===== config.mk =====
export PLATFORM = sky130hd
export DESIGN_NAME = mult_seq_flat
export DESIGN_NICKNAME = d
export VERILOG_FILES = /design/src/rtl/mult_seq_if.sv /design/src/rtl/mult_seq.sv /design/src/flat_wrapper.sv
export SDC_FILE = /design/constraint.sdc
export NUM_CORES = 1
export LEC_CHECK = 0
export CORE_MARGIN = 2
export CORE_UTILIZATION = 46
export DETAILED_ROUTE_END_ITERATION = 12
export PLACE_DENSITY = 0.64
export SYNTH_ARGS = -nofsm -noshare
export SYNTH_HDL_FRONTEND = slang
export SYNTH_SLANG_ARGS = --single-unit

===== constraint.sdc =====
create_clock -name clk -period 3.5 [get_ports clk]
set_input_delay 0.35 -clock clk [delete_from_list [all_inputs] [get_ports clk]]
set_output_delay 0.35 -clock clk [all_outputs]
set_load 0.03 [all_outputs]

===== src/rtl/mult_seq_if.sv =====
// Handshake and operand/result bundle for the iterative multiplier.
// The master drives requests; the slave (mult_seq) returns status and product.
interface mult_seq_if #(
   parameter int WIDTH = 32
);
   logic             i_start;
   logic             i_is_signed;
   logic             i_abort;
   logic [WIDTH-1:0] i_a;
   logic [WIDTH-1:0] i_b;
   logic             o_busy;
   logic             o_done;
   logic [WIDTH-1:0] o_prod_hi;
   logic [WIDTH-1:0] o_prod_lo;

   modport master (
      output i_start, i_is_signed, i_abort, i_a, i_b,
      input  o_busy, o_done, o_prod_hi, o_prod_lo
   );

   modport slave (
      input  i_start, i_is_signed, i_abort, i_a, i_b,
      output o_busy, o_done, o_prod_hi, o_prod_lo
   );
endinterface


===== src/rtl/mult_seq.sv =====
// Iterative shift-add multiplier: full 2*WIDTH-bit product, optional signed mode,
// start/busy/done handshake with abort. Signed operands are multiplied as magnitudes.
module mult_seq #(
   parameter int WIDTH     = 32,
   parameter int SIGNED_EN = 1
) (
   input  logic       clk,
   input  logic       reset_n,
   mult_seq_if.slave  bus
);

   localparam int CW = $clog2(WIDTH + 1);

   typedef enum logic [1:0] {
      S_IDLE = 2'd0,
      S_CALC = 2'd1,
      S_FIX  = 2'd2
   } state_t;

   state_t             r_state;
   logic [WIDTH-1:0]   r_mcand;
   logic [WIDTH-1:0]   r_hi;
   logic [WIDTH-1:0]   r_lo;
   logic [CW-1:0]      r_cnt;
   logic               r_neg;
   logic               r_busy;
   logic               r_done;
   logic [WIDTH-1:0]   r_prod_hi;
   logic [WIDTH-1:0]   r_prod_lo;

   state_t             w_state_nxt;
   logic [WIDTH-1:0]   w_mcand_nxt;
   logic [WIDTH-1:0]   w_hi_nxt;
   logic [WIDTH-1:0]   w_lo_nxt;
   logic [CW-1:0]      w_cnt_nxt;
   logic               w_neg_nxt;
   logic               w_busy_nxt;
   logic               w_done_nxt;
   logic [WIDTH-1:0]   w_prod_hi_nxt;
   logic [WIDTH-1:0]   w_prod_lo_nxt;

   logic               w_sgn_mode;
   logic [WIDTH-1:0]   w_a_mag;
   logic [WIDTH-1:0]   w_b_mag;
   logic [WIDTH:0]     w_addend;
   logic [WIDTH:0]     w_sum;
   logic [2*WIDTH-1:0] w_full;
   logic [2*WIDTH-1:0] w_res;

   // -2^(WIDTH-1) negates to itself, which read as unsigned is the correct magnitude.
   assign w_sgn_mode = (SIGNED_EN != 0) ? bus.i_is_signed : 1'b0;
   assign w_a_mag    = (w_sgn_mode && bus.i_a[WIDTH-1]) ? (~bus.i_a + {{(WIDTH-1){1'b0}}, 1'b1}) : bus.i_a;
   assign w_b_mag    = (w_sgn_mode && bus.i_b[WIDTH-1]) ? (~bus.i_b + {{(WIDTH-1){1'b0}}, 1'b1}) : bus.i_b;

   // The adder is one bit wider so the carry survives into the shift.
   assign w_addend = r_lo[0] ? {1'b0, r_mcand} : {(WIDTH+1){1'b0}};
   assign w_sum    = {1'b0, r_hi} + w_addend;

   assign w_full = {r_hi, r_lo};
   assign w_res  = r_neg ? (~w_full + {{(2*WIDTH-1){1'b0}}, 1'b1}) : w_full;

   // State register and datapath registers
   always_ff @(posedge clk or negedge reset_n) begin
      if (!reset_n) begin
         r_state   <= S_IDLE;
         r_mcand   <= {WIDTH{1'b0}};
         r_hi      <= {WIDTH{1'b0}};
         r_lo      <= {WIDTH{1'b0}};
         r_cnt     <= {CW{1'b0}};
         r_neg     <= 1'b0;
         r_busy    <= 1'b0;
         r_done    <= 1'b0;
         r_prod_hi <= {WIDTH{1'b0}};
         r_prod_lo <= {WIDTH{1'b0}};
      end else begin
         r_state   <= w_state_nxt;
         r_mcand   <= w_mcand_nxt;
         r_hi      <= w_hi_nxt;
         r_lo      <= w_lo_nxt;
         r_cnt     <= w_cnt_nxt;
         r_neg     <= w_neg_nxt;
         r_busy    <= w_busy_nxt;
         r_done    <= w_done_nxt;
         r_prod_hi <= w_prod_hi_nxt;
         r_prod_lo <= w_prod_lo_nxt;
      end
   end

   // Next-state and next-datapath logic
   always_comb begin
      w_state_nxt   = r_state;
      w_mcand_nxt   = r_mcand;
      w_hi_nxt      = r_hi;
      w_lo_nxt      = r_lo;
      w_cnt_nxt     = r_cnt;
      w_neg_nxt     = r_neg;
      w_done_nxt    = 1'b0;
      w_prod_hi_nxt = r_prod_hi;
      w_prod_lo_nxt = r_prod_lo;

      case (r_state)
         S_IDLE: begin
            if (bus.i_start && !bus.i_abort) begin
               w_mcand_nxt = w_a_mag;
               w_lo_nxt    = w_b_mag;
               w_hi_nxt    = {WIDTH{1'b0}};
               w_neg_nxt   = w_sgn_mode & (bus.i_a[WIDTH-1] ^ bus.i_b[WIDTH-1]);
               w_cnt_nxt   = CW'(WIDTH);
               w_state_nxt = S_CALC;
            end else begin
               w_state_nxt = S_IDLE;
            end
         end
         S_CALC: begin
            if (bus.i_abort) begin
               w_state_nxt = S_IDLE;
            end else begin
               w_hi_nxt  = w_sum[WIDTH:1];
               w_lo_nxt  = {w_sum[0], r_lo[WIDTH-1:1]};
               w_cnt_nxt = r_cnt - {{(CW-1){1'b0}}, 1'b1};
               if (r_cnt == {{(CW-1){1'b0}}, 1'b1}) begin
                  w_state_nxt = S_FIX;
               end else begin
                  w_state_nxt = S_CALC;
               end
            end
         end
         S_FIX: begin
            if (bus.i_abort) begin
               w_state_nxt = S_IDLE;
            end else begin
               w_prod_hi_nxt = w_res[2*WIDTH-1:WIDTH];
               w_prod_lo_nxt = w_res[WIDTH-1:0];
               w_done_nxt    = 1'b1;
               w_state_nxt   = S_IDLE;
            end
         end
         default: begin
            w_state_nxt = S_IDLE;
         end
      endcase

      w_busy_nxt = (w_state_nxt != S_IDLE);
   end

   assign bus.o_busy    = r_busy;
   assign bus.o_done    = r_done;
   assign bus.o_prod_hi = r_prod_hi;
   assign bus.o_prod_lo = r_prod_lo;

endmodule


===== src/flat_wrapper.sv =====
// flat-port wrapper written by rule: the top's interface ports become plain ports
module mult_seq_flat 
#(
   parameter int WIDTH     = 32,
   parameter int SIGNED_EN = 1
)
  (clk, reset_n, bus_i_start, bus_i_is_signed, bus_i_abort, bus_i_a, bus_i_b, bus_o_busy, bus_o_done, bus_o_prod_hi, bus_o_prod_lo);
  mult_seq_if #(.WIDTH(WIDTH)) bus_i ();
  input  logic clk;
  input  logic reset_n;
  input wire logic [$bits(bus_i.i_start)-1:0] bus_i_start;
  input wire logic [$bits(bus_i.i_is_signed)-1:0] bus_i_is_signed;
  input wire logic [$bits(bus_i.i_abort)-1:0] bus_i_abort;
  input wire logic [$bits(bus_i.i_a)-1:0] bus_i_a;
  input wire logic [$bits(bus_i.i_b)-1:0] bus_i_b;
  output wire logic [$bits(bus_i.o_busy)-1:0] bus_o_busy;
  output wire logic [$bits(bus_i.o_done)-1:0] bus_o_done;
  output wire logic [$bits(bus_i.o_prod_hi)-1:0] bus_o_prod_hi;
  output wire logic [$bits(bus_i.o_prod_lo)-1:0] bus_o_prod_lo;
  assign bus_i.i_start = bus_i_start;
  assign bus_i.i_is_signed = bus_i_is_signed;
  assign bus_i.i_abort = bus_i_abort;
  assign bus_i.i_a = bus_i_a;
  assign bus_i.i_b = bus_i_b;
  assign bus_o_busy = bus_i.o_busy;
  assign bus_o_done = bus_i.o_done;
  assign bus_o_prod_hi = bus_i.o_prod_hi;
  assign bus_o_prod_lo = bus_i.o_prod_lo;
  mult_seq #(.WIDTH(WIDTH), .SIGNED_EN(SIGNED_EN)) u_core (.clk(clk), .reset_n(reset_n), .bus(bus_i));
endmodule

## Word level (Yosys, flattened, before mapping)

Index checks and enable logic that the tools add are counted.

- Bits in registers: 171
- Bits in latches: 0
- Bits in writable memories: 0
- Memory bits (read-only): 0
- Bits of input ports: 69
- Output and inout port bits: 66
- Memories kept: 0

- Add/sub/neg operators: 5
- $mul: 0
- Divide/modulo/power cells: 0
- Magnitude comparators: 0
- Equality and inequality tests: 5
- Shifts and indexed selects: 0
- Mux-type cells: 19
- Bitwise operators: 6
- Reductions and logical operators: 10

Operators with widths:

| kind | number |
|---|---|
| two-way mux 32 bit | 7 |
| case mux 32 bit (2 select lines) | 2 |
| adder 32 x 1 -> 32 bit (second input constant) | 2 |
| adder 64 x 1 -> 64 bit (second input constant) | 1 |
| two-way mux 64 bit | 1 |
| NOT 32 bit | 2 |
| NOT 64 bit | 1 |
| adder 32 x 33 -> 33 bit | 1 |
| two-way mux 6 bit | 2 |
| case mux 6 bit (2 select lines) | 1 |
| == test 6 x 1 -> 1 bit (second input constant) | 1 |
| subtractor 6 x 1 -> 6 bit (second input constant) | 1 |
| two-way mux 2 bit | 2 |
| case mux 2 bit (2 select lines) | 1 |
| AND reduction 2 bit | 2 |
| nonzero test 2 bit | 2 |
| logical AND 1 bit | 3 |
| two-way mux 1 bit | 3 |
| AND reduction 3 bit | 1 |
| == test 2 x 1 -> 1 bit (second input constant) | 1 |
| == test 2 bit (second input constant) | 1 |
| logical NOT 2 bit | 1 |
| != test 2 x 1 -> 1 bit (second input constant) | 1 |
| != test 2 bit (second input constant) | 1 |
| 4 further kinds | 4 |

## Longest topological paths before layout

Gate-level depths: netlist of run 1.

- Depth in word-level cells: 5
- Depth in mapped cells: 13
- Gate-level depth less buffers: 12

## Least setup slack after synthesis of run 1

OpenSTA, ideal clock, no wires.

- Path kind: flip-flop to flip-flop
- Start: register u_core.r_lo[12]
- End: register u_core.r_prod_hi[21], in the netlist u_core.bus.o_prod_hi[21]
- Arrival time: 3.065 ns
- Setup slack: 0.306 ns
- Cell stages (with the launch flop): 9
- Path buffers: 0
- Period minus slack after synthesis: 3.194 ns
- Cell sequence: dfrtp_1 or4_4 nand3b_4 or4_4 or4_4 or4_4 o31ai_4 xor2_1 o21ai_1

- Cells in the longest elaborated chain, start to end: 3

Ends and longest elaborated chain:

| element | line | text |
|---|---|---|
| start, declared | mult_seq.sv:23 | `logic [WIDTH-1:0] r_lo;` |
| start signal, assigned | mult_seq.sv:68 | `r_lo <= {WIDTH{1'b0}};` |
| start signal, assigned | mult_seq.sv:79 | `r_lo <= w_lo_nxt;` |
| NOT 64 bit | mult_seq.sv:60 | `assign w_res = r_neg ? (~w_full + {{(2*WIDTH-1){1'b0}}, 1'b1}) : w_full;` |
| adder 64 x 1 -> 64 bit | mult_seq.sv:60 |  |
| two-way mux 64 bit | mult_seq.sv:60 |  |
| end signal, assigned | mult_seq.sv:73 | `r_prod_hi <= {WIDTH{1'b0}};` |
| end signal, assigned | mult_seq.sv:84 | `r_prod_hi <= w_prod_hi_nxt;` |
| end, declared | mult_seq.sv:28 | `logic [WIDTH-1:0] r_prod_hi;` |

No other way between the ends.
A chain may end at the register's enable or synchronous reset.

## Worst setup path in the final report of run 1

- Start: register u_core.r_lo[13]
- End: register u_core.r_prod_hi[13], in the netlist u_core.bus.o_prod_hi[13]

The elaborated chain is that of the path after synthesis.

==> out/qor.csv, run 1 <==
stage;metric;value;unit
clocking;CTS H-Tree Depth;4;
synth;Post-Syn Area;10900;µm²
synth;top_reg_cell synth;dfrtp_1;
global_routing;GRT overflow;0;
place;Place WS;0.160;ns
synth;number of synthesized flops with an enable pin;0;
worst_setup_path;critical path launch point type;flip-flop;
final_layout;final-stage net count;1499;
clocking;clock-pin slew on the worst setup and hold paths;0.08;ns
synth;post-synth top area share;39.4;%
synth;Synth Instances;1270;
worst_setup_path;crit-path max FO;5;
power;Pwr per Cell Area;718;nW/µm²
sta;Final Cycle Share;96.0;%
place;IO Port Bufs;134;
route;post-DR vias/cell;5.57;
clocking;CTS max path bufs;2;
place;GP Congestion;0.916;
route;Detail Route Antenna Nets;0;
place;post-DP HPWL;22800;µm
global_routing;Total GRT Usage;24.3;%
route;final wirelength;29600;µm
route;Initial DRC Count;695;
clocking;clock root buffer;clkbuf_16;
run;Max-cap violations;0;
sta;Final Max Tran Viols;0;
final_layout;FILL cells;2155;
worst_setup_path;WP buf/inv;0;
global_routing;initial antenna violation count;0;
worst_setup_path;Slowest-stage cell, CP;or4_4;
worst_setup_path;CP top delay family;simple AND/OR/NAND/NOR gates;
floorplan;DIE AREA;24900;µm²
synth;post-synth top area cell;dfrtp_1;
power;Peak VDD IR;372;µV
floorplan;Core ar.;23300;µm²
synth;commonest cells in the netlist;o21ai_0, nand2_1, dfrtp_1, xor2_1, a21oi_1;
worst_setup_path;Worst Path Arrival;3.67;ns
final_layout;Design Area, Final;13300;µm²
floorplan;site row count;56;
clocking;CTS sink cnt;171;
clocking;clk_lat worst skew;0.44;ns
global_routing;vias in the first global route;8896;
worst_setup_path;Setup CP Type;flip-flop to flip-flop;
global_routing;pin count of the biggest net entering global routing;75;
sta;Final Hold Vio Count;0;
sta;FMAX;298;MHz
synth;Yosys warnings;0;
worst_setup_path;worst-path cell chain;or4_4 -> nand3b_4 -> or4_4 -> or4_4 -> or4_4 -> o31ai_4 -> xor2_1 -> o21ai_1;
synth;flops & latches, synth;171;
sta;Slew @ Worst Pin;1.02;ns
place;area post-placement;12700;µm²
power;Pleak;5.58;nW
final_layout;multi-input logic area;6270;µm²
sta;RSZ-0062 raised after global routing;no;
final_layout;Sequential Area;4280;µm²
sta;Setup-failing EPs final;0;
power;total power;0.00952;W
floorplan;Initial Util;46.6;%
worst_setup_path;Critical Path End Type;flip-flop;
floorplan;Die H;158;µm
sta;Setup TNS Final;0;ns
route;WL/cell;17.2;µm
sta;crit path time final;3.36;ns
worst_setup_path;critical path's largest stage delay;0.60;ns
sta;PnR worst setup slack;0.141;ns
worst_setup_path;CP most frequent cell;or4_4;
synth;syn nets;1377;
synth;most frequent cell after synthesis;o21ai_0;
clocking;CTS tree;yes;
outcome;outcome;finished clean;
worst_setup_path;Crit path required time;3.81;ns
synth;largest cells by area after synthesis;dfrtp_1, o21ai_0, xor2_1;
route;number of remaining DRC errors;0;
hold_path;worst hold path type;input port to async pin;
route;via count;9601;
final_layout;layout cells sized above 1;6.26;%
clocking;CTS Buf Count;17;
sta;final clock skew;0.0152;ns
floorplan;I/O pin count;135;
final_layout;Area growth, synth to finish;22.0;%
synth;Mapped Avg Cell Area;8.56;µm²
synth;distinct cell type count after synthesis;60;
final_layout;ant diodes;0;
route;drt first pass iters;5;
floorplan;die width;158;µm
synth;Post-synth ARST share;100;%
synth;sequential share of the synthesized area;39.4;%
sta;max_slew headroom;32.0;%
final_layout;final core utilization;56.8;%
global_routing;first-pass GRT wire length;47500;µm
-- routing by layer --
| layer | GRT usage (%) | vias up | part of all wire [%] |
|---|---|---|---|
| met3 | 3.48 | 30 | 5.7 |
| met4 | 6.02 | 0 | 1.3 |
| met2 | 35.8 | 306 | 42 |
| met1 | 37.4 | 4485 | 51 |
| li1 | - | 4780 | - |
| met5 | 0 | - | 0 |
-- registers in the layout (all words and copies together), names as in the netlist --
signal / count
u_core.r_cnt: 6
u_core.bus.o_prod_hi: 32
u_core.bus.o_busy: 1
u_core.r_lo: 32
u_core.r_mcand: 32
u_core.bus.o_prod_lo: 32
u_core.r_neg: 1
u_core.r_hi: 32
u_core.bus.o_done: 1
u_core.r_state: 2
-- worst paths after layout --
path / startpoint / to / slack [ns] / cells past startpoint
worst max register to register: u_core.r_lo[13] / u_core.bus.o_prod_hi[13] / 0.14 / 8
worst min-delay path: reset_n / u_core.bus.o_busy / 0.45 / 2
min in group clk: u_core.r_mcand[10] / u_core.r_mcand[10] / 0.48 / 2
worst max-delay path: u_core.r_lo[13] / u_core.bus.o_prod_hi[13] / 0.14 / 8
worst min register to register: u_core.r_mcand[10] / u_core.r_mcand[10] / 0.48 / 2
max in group asynchronous: reset_n / u_core.r_hi[21] / 2.05 / 3
-- through the flow --
| step | cells | hold slack (ns) |
|---|---|---|
| after floorplan | 1270 | 0.0544 |
| after global placement | 1691 | 0.385 |
| after detailed placement | 1691 | 0.382 |
| after CTS | 1724 | 0.481 |
| after global routing | 1724 | 0.500 |
| final | 1724 | 0.449 |
-- layout make-up --
cell class,count,share of cell area [%]
repair buffers,169,12.3
multi-input cells,1009,47.3
clock inverters,15,1.18
clock buffers,17,3.21
flip-flops and latches,171,32.3
well taps,319,3.01
inverters,24,0.680
-- what timing repair did --
item                                   4_1_cts  5_1_grt
endpoints found under the hold margin       65        0
hold buffers                                 1        0
setup endpoints to repair                    0        6
buffers inserted                             0        0
gates resized for setup                      0        2
-- cells by family (layout without fill, tap and decap cells) --
family          count (synthesis)  count (layout)  synth area share (%)
fa+ha+maj                      38              38                  4.44
xor+xnor                      150             150                  12.1
buf+inv                        90             225                  3.14
flops                         171             171                  39.4
compound gates                383             383                  20.8
mux                             3               3                 0.276
simple gates                  435             435                  19.9
-- power breakdown --
| group | internal [W] | switching [W] | total, W |
|---|---|---|---|
| registers | 0.00260 | 0.000781 | 0.00338 |
| logic | 0.00177 | 0.00252 | 0.00429 |
| clock network | 0.000949 | 0.000903 | 0.00185 |
-- cells in the final DEF (no fill, tap or decap), types with 13 or more instances in the layout --
cell             count
buf_4               32
ha_1                37
dfrtp_1            171
o41ai_1             13
nand2_1            188
and2_1              36
nor3_1              19
clkbuf_16           17
nor2_1              59
xor2_1              89
or4_1               18
or3_1               21
o21ai_0            197
nand2b_1            14
inv_1               23
xnor2_1             61
a21oi_1             66
nand3_1             13
o31ai_1             20
a22oi_1             27
nor4_1              18
clkdlybuf4s50_1    133
No activity file was read; power rests on OpenSTA's default activity.
==> inputs of run 2 (changes only) <==
--- a/config.mk
+++ b/config.mk
@@ -5,10 +5,12 @@
 export SDC_FILE = /design/constraint.sdc
 export NUM_CORES = 1
 export LEC_CHECK = 0
+export CORE_ASPECT_RATIO = 0.9
 export CORE_MARGIN = 2
 export CORE_UTILIZATION = 46
 export DETAILED_ROUTE_END_ITERATION = 12
-export PLACE_DENSITY = 0.64
+export GPL_ROUTABILITY_DRIVEN = 0
+export PLACE_DENSITY = 0.68
 export SYNTH_ARGS = -nofsm -noshare
 export SYNTH_HDL_FRONTEND = slang
 export SYNTH_SLANG_ARGS = --single-unit
==> run 2 against run 1 <==
Effect of this change:
- flip-flop and latch count did not move
- largest power group unchanged
- design area fell by 0.64%
- worst hold slack improved by 0.0083 ns
- clock-buffer cell count rose by 1
- combinational power fell by 1%
- wire length fell by 2.3%
- largest cell class unchanged
- critical endpoint is now u_core.bus.o_prod_hi[21]
==> out/qor.csv, run 2 (synthesis gave the netlist of run 1 again) <==
stage;metric;value;unit;change
route;via count;9616;;+0.16%
worst_setup_path;Critical Path End Type;flip-flop;;
floorplan;Core ar.;23300;µm²;-0.24%
final_layout;most common cell after layout, fill and taps aside;o21ai_0;;
clocking;CTS H-Tree Depth;4;;unchanged
clocking;CTS Buf Count;17;;unchanged
place;Place WS;0.154;ns;-0.00657 ns
hold_path;worst hold path type;input port to async pin;;
global_routing;vias in the first global route;8930;;+0.38%
sta;Slew @ Worst Pin;0.654;ns;-0.366 ns
route;post-DR vias/cell;5.66;;+1.7%
sta;hold_ws;0.457;ns;+0.00826 ns
worst_setup_path;Register-to-Register Setup Slack;0.12;ns;-0.02 ns
worst_setup_path;critical path's largest stage delay;0.61;ns;about the same
floorplan;die width;166;µm;+5.3%
power;Clock power frac;20.0;%;+0.5 points
floorplan;DIE AREA;24900;µm²;about the same
sta;Setup-failing EPs final;0;;unchanged
power;Pwr per Cell Area;723;nW/µm²;+0.70%
power;Int Power;0.00537;W;+0.87%
final_layout;Area growth, synth to finish;21.2;%;
worst_setup_path;Reg-to-Reg Start;u_core.r_lo[12];;
worst_setup_path;CP top delay family;simple AND/OR/NAND/NOR gates;;
floorplan;site row count;53;;-5.4%
power;Pleak;5.53;nW;-0.78%
floorplan;Initial Util;46.7;%;+0.11 points
final_layout;commonest cells after routing, fill and taps aside;o21ai_0, nand2_1, dfrtp_1, clkdlybuf4s50_1, xor2_1;;
place;post-DP HPWL;22200;µm;-2.6%
sta;FMAX;296;MHz;-0.56%
global_routing;GRT overflow;0;;unchanged
route;drt first pass iters;5;;unchanged
sta;Final Hold Vio Count;0;;unchanged
worst_setup_path;worst-path cell chain;or4_4 -> nand3b_4 -> or4_4 -> or4_4 -> or4_4 -> o31ai_4 -> xor2_1 -> o21ai_1;;
global_routing;first-pass GRT wire length;47400;µm;about the same
route;Initial DRC Count;987;;+42%
floorplan;Die H;150;µm;-5.0%
route;final wirelength;28900;µm;-2.3%
sta;Final Max Tran Viols;0;;unchanged
final_layout;layout cells sized above 1;5.66;%;-0.60 points
worst_setup_path;crit-path max FO;5;;unchanged
worst_setup_path;reg2reg end;u_core.bus.o_prod_hi[21];;
sta;RSZ-0062 raised after global routing;no;;
clocking;clock-pin slew on the worst setup and hold paths;0.07;ns;about the same
clocking;clock root buffer;clkbuf_16;;
power;Peak VDD IR;404;µV;+8.7%
final_layout;final core utilization;56.6;%;-0.23 points
route;Detail Route Antenna Nets;0;;unchanged
power;sequential share of power;35.6;%;about the same
worst_setup_path;WP buf/inv;0;;unchanged
clocking;clk_lat worst skew;0.44;ns;about the same
worst_setup_path;Crit path required time;3.81;ns;about the same
route;WL/cell;17.0;µm;-0.82%
final_layout;final-stage net count;1490;;-0.60%
worst_setup_path;critical path launch point type;flip-flop;;
power;sw frac;43.7;%;-0.45 points
floorplan;I/O pin count;135;;unchanged
route;number of remaining DRC errors;0;;unchanged
final_layout;ant diodes;0;;unchanged
clocking;CTS tree;yes;;
global_routing;initial antenna violation count;0;;unchanged
power;Comb power frac;44.4;%;-0.6 points
clocking;postcts setup bufs;0;;unchanged
worst_setup_path;worst-case reg-to-reg path depth;8;;unchanged
sta;Final Cycle Share;96.5;%;+0.54 points
worst_setup_path;Setup CP Type;flip-flop to flip-flop;;
worst_setup_path;Slowest-stage cell, CP;or4_4;;
place;IO Port Bufs;134;;unchanged
sta;final clock skew;0.0100;ns;-0.00520 ns
sta;Setup TNS Final;0;ns;unchanged
worst_setup_path;CP most frequent cell;or4_4;;
sta;max_slew headroom;56.4;%;+24 points
worst_setup_path;Worst Path Arrival;3.69;ns;+0.02 ns
sta;PnR worst setup slack;0.122;ns;-0.0190 ns
clocking;CTS max path bufs;2;;unchanged
run;Max-cap violations;0;;unchanged
global_routing;Total GRT Usage;23.8;%;-0.56 points
global_routing;pin count of the biggest net entering global routing;94;;+25%
outcome;outcome;finished clean;;
sta;crit path time final;3.38;ns;+0.0190 ns
clocking;CTS sink cnt;171;;unchanged
power;Net Sw Power;0.00416;W;-0.97%
[run 2: how the worst max path moves through the flow]
stage / startpoint / to / slack (ns) / depth (start not counted)
floorplan: u_core.r_lo[12] / u_core.bus.o_prod_hi[21] / 0.31 / 8
global placement: u_core.r_lo[12] / u_core.bus.o_prod_hi[21] / 0.19 / 8
detailed placement: u_core.r_lo[12] / u_core.bus.o_prod_hi[21] / 0.15 / 8
CTS: u_core.r_lo[20] / u_core.bus.o_prod_hi[30] / 0.13 / 8
global route: u_core.r_lo[12] / u_core.bus.o_prod_hi[13] / 0.002 / 8
finish: u_core.r_lo[12] / u_core.bus.o_prod_hi[21] / 0.12 / 8
[run 2: through the flow]
stage / instance area [µm²] / std cells / power (W)
detailed placement: 12600 / 1665 / 0.00758
global route: 13200 / 1698 / 0.0102
floorplan: 10900 / 1270 / 0.00603
finish: 13200 / 1698 / 0.00953
CTS: 13200 / 1698 / 0.00951
global placement: 12600 / 1665 / 0.00751
[run 2: power by group through the flow]
stage	Sequential (W)	Clock (W)	Combinational, W
final	0.00339	0.00191	0.00423
after global routing	0.00348	0.00202	0.00467
after CTS	0.00337	0.00193	0.00421
after detailed placement	0.00340	0	0.00418
after global placement	0.00338	0	0.00414
after floorplan	0.00352	0	0.00251
[run 2: metal layers]
metal / share of wire (%) / global-route usage [%] / up-vias
met5: 0 / 0 / -
met1: 51 / 37.0 / 4508
met4: 1.2 / 5.74 / 0
met2: 41 / 34.4 / 327
met3: 6.5 / 3.81 / 30
li1: - / - / 4751
[run 2: cell type report]
| class | instances | area, µm² |
|---|---|---|
| clock buffers | 18 | 439 |
| clock inverters | 14 | 146 |
| fillers | 2162 | 10100 |
| inverters | 24 | 90.1 |
| multi-input cells | 1009 | 6270 |
| flip-flops and latches | 171 | 4280 |
| well taps | 302 | 378 |
| repair buffers | 160 | 1570 |
[run 2: repair_timing]
item | 4_1_cts | 5_1_grt
endpoints found under the hold margin | 67 | 0
resized for setup | 0 | 2
hold buffers | 1 | 0
endpoints found under the setup margin | 0 | 6
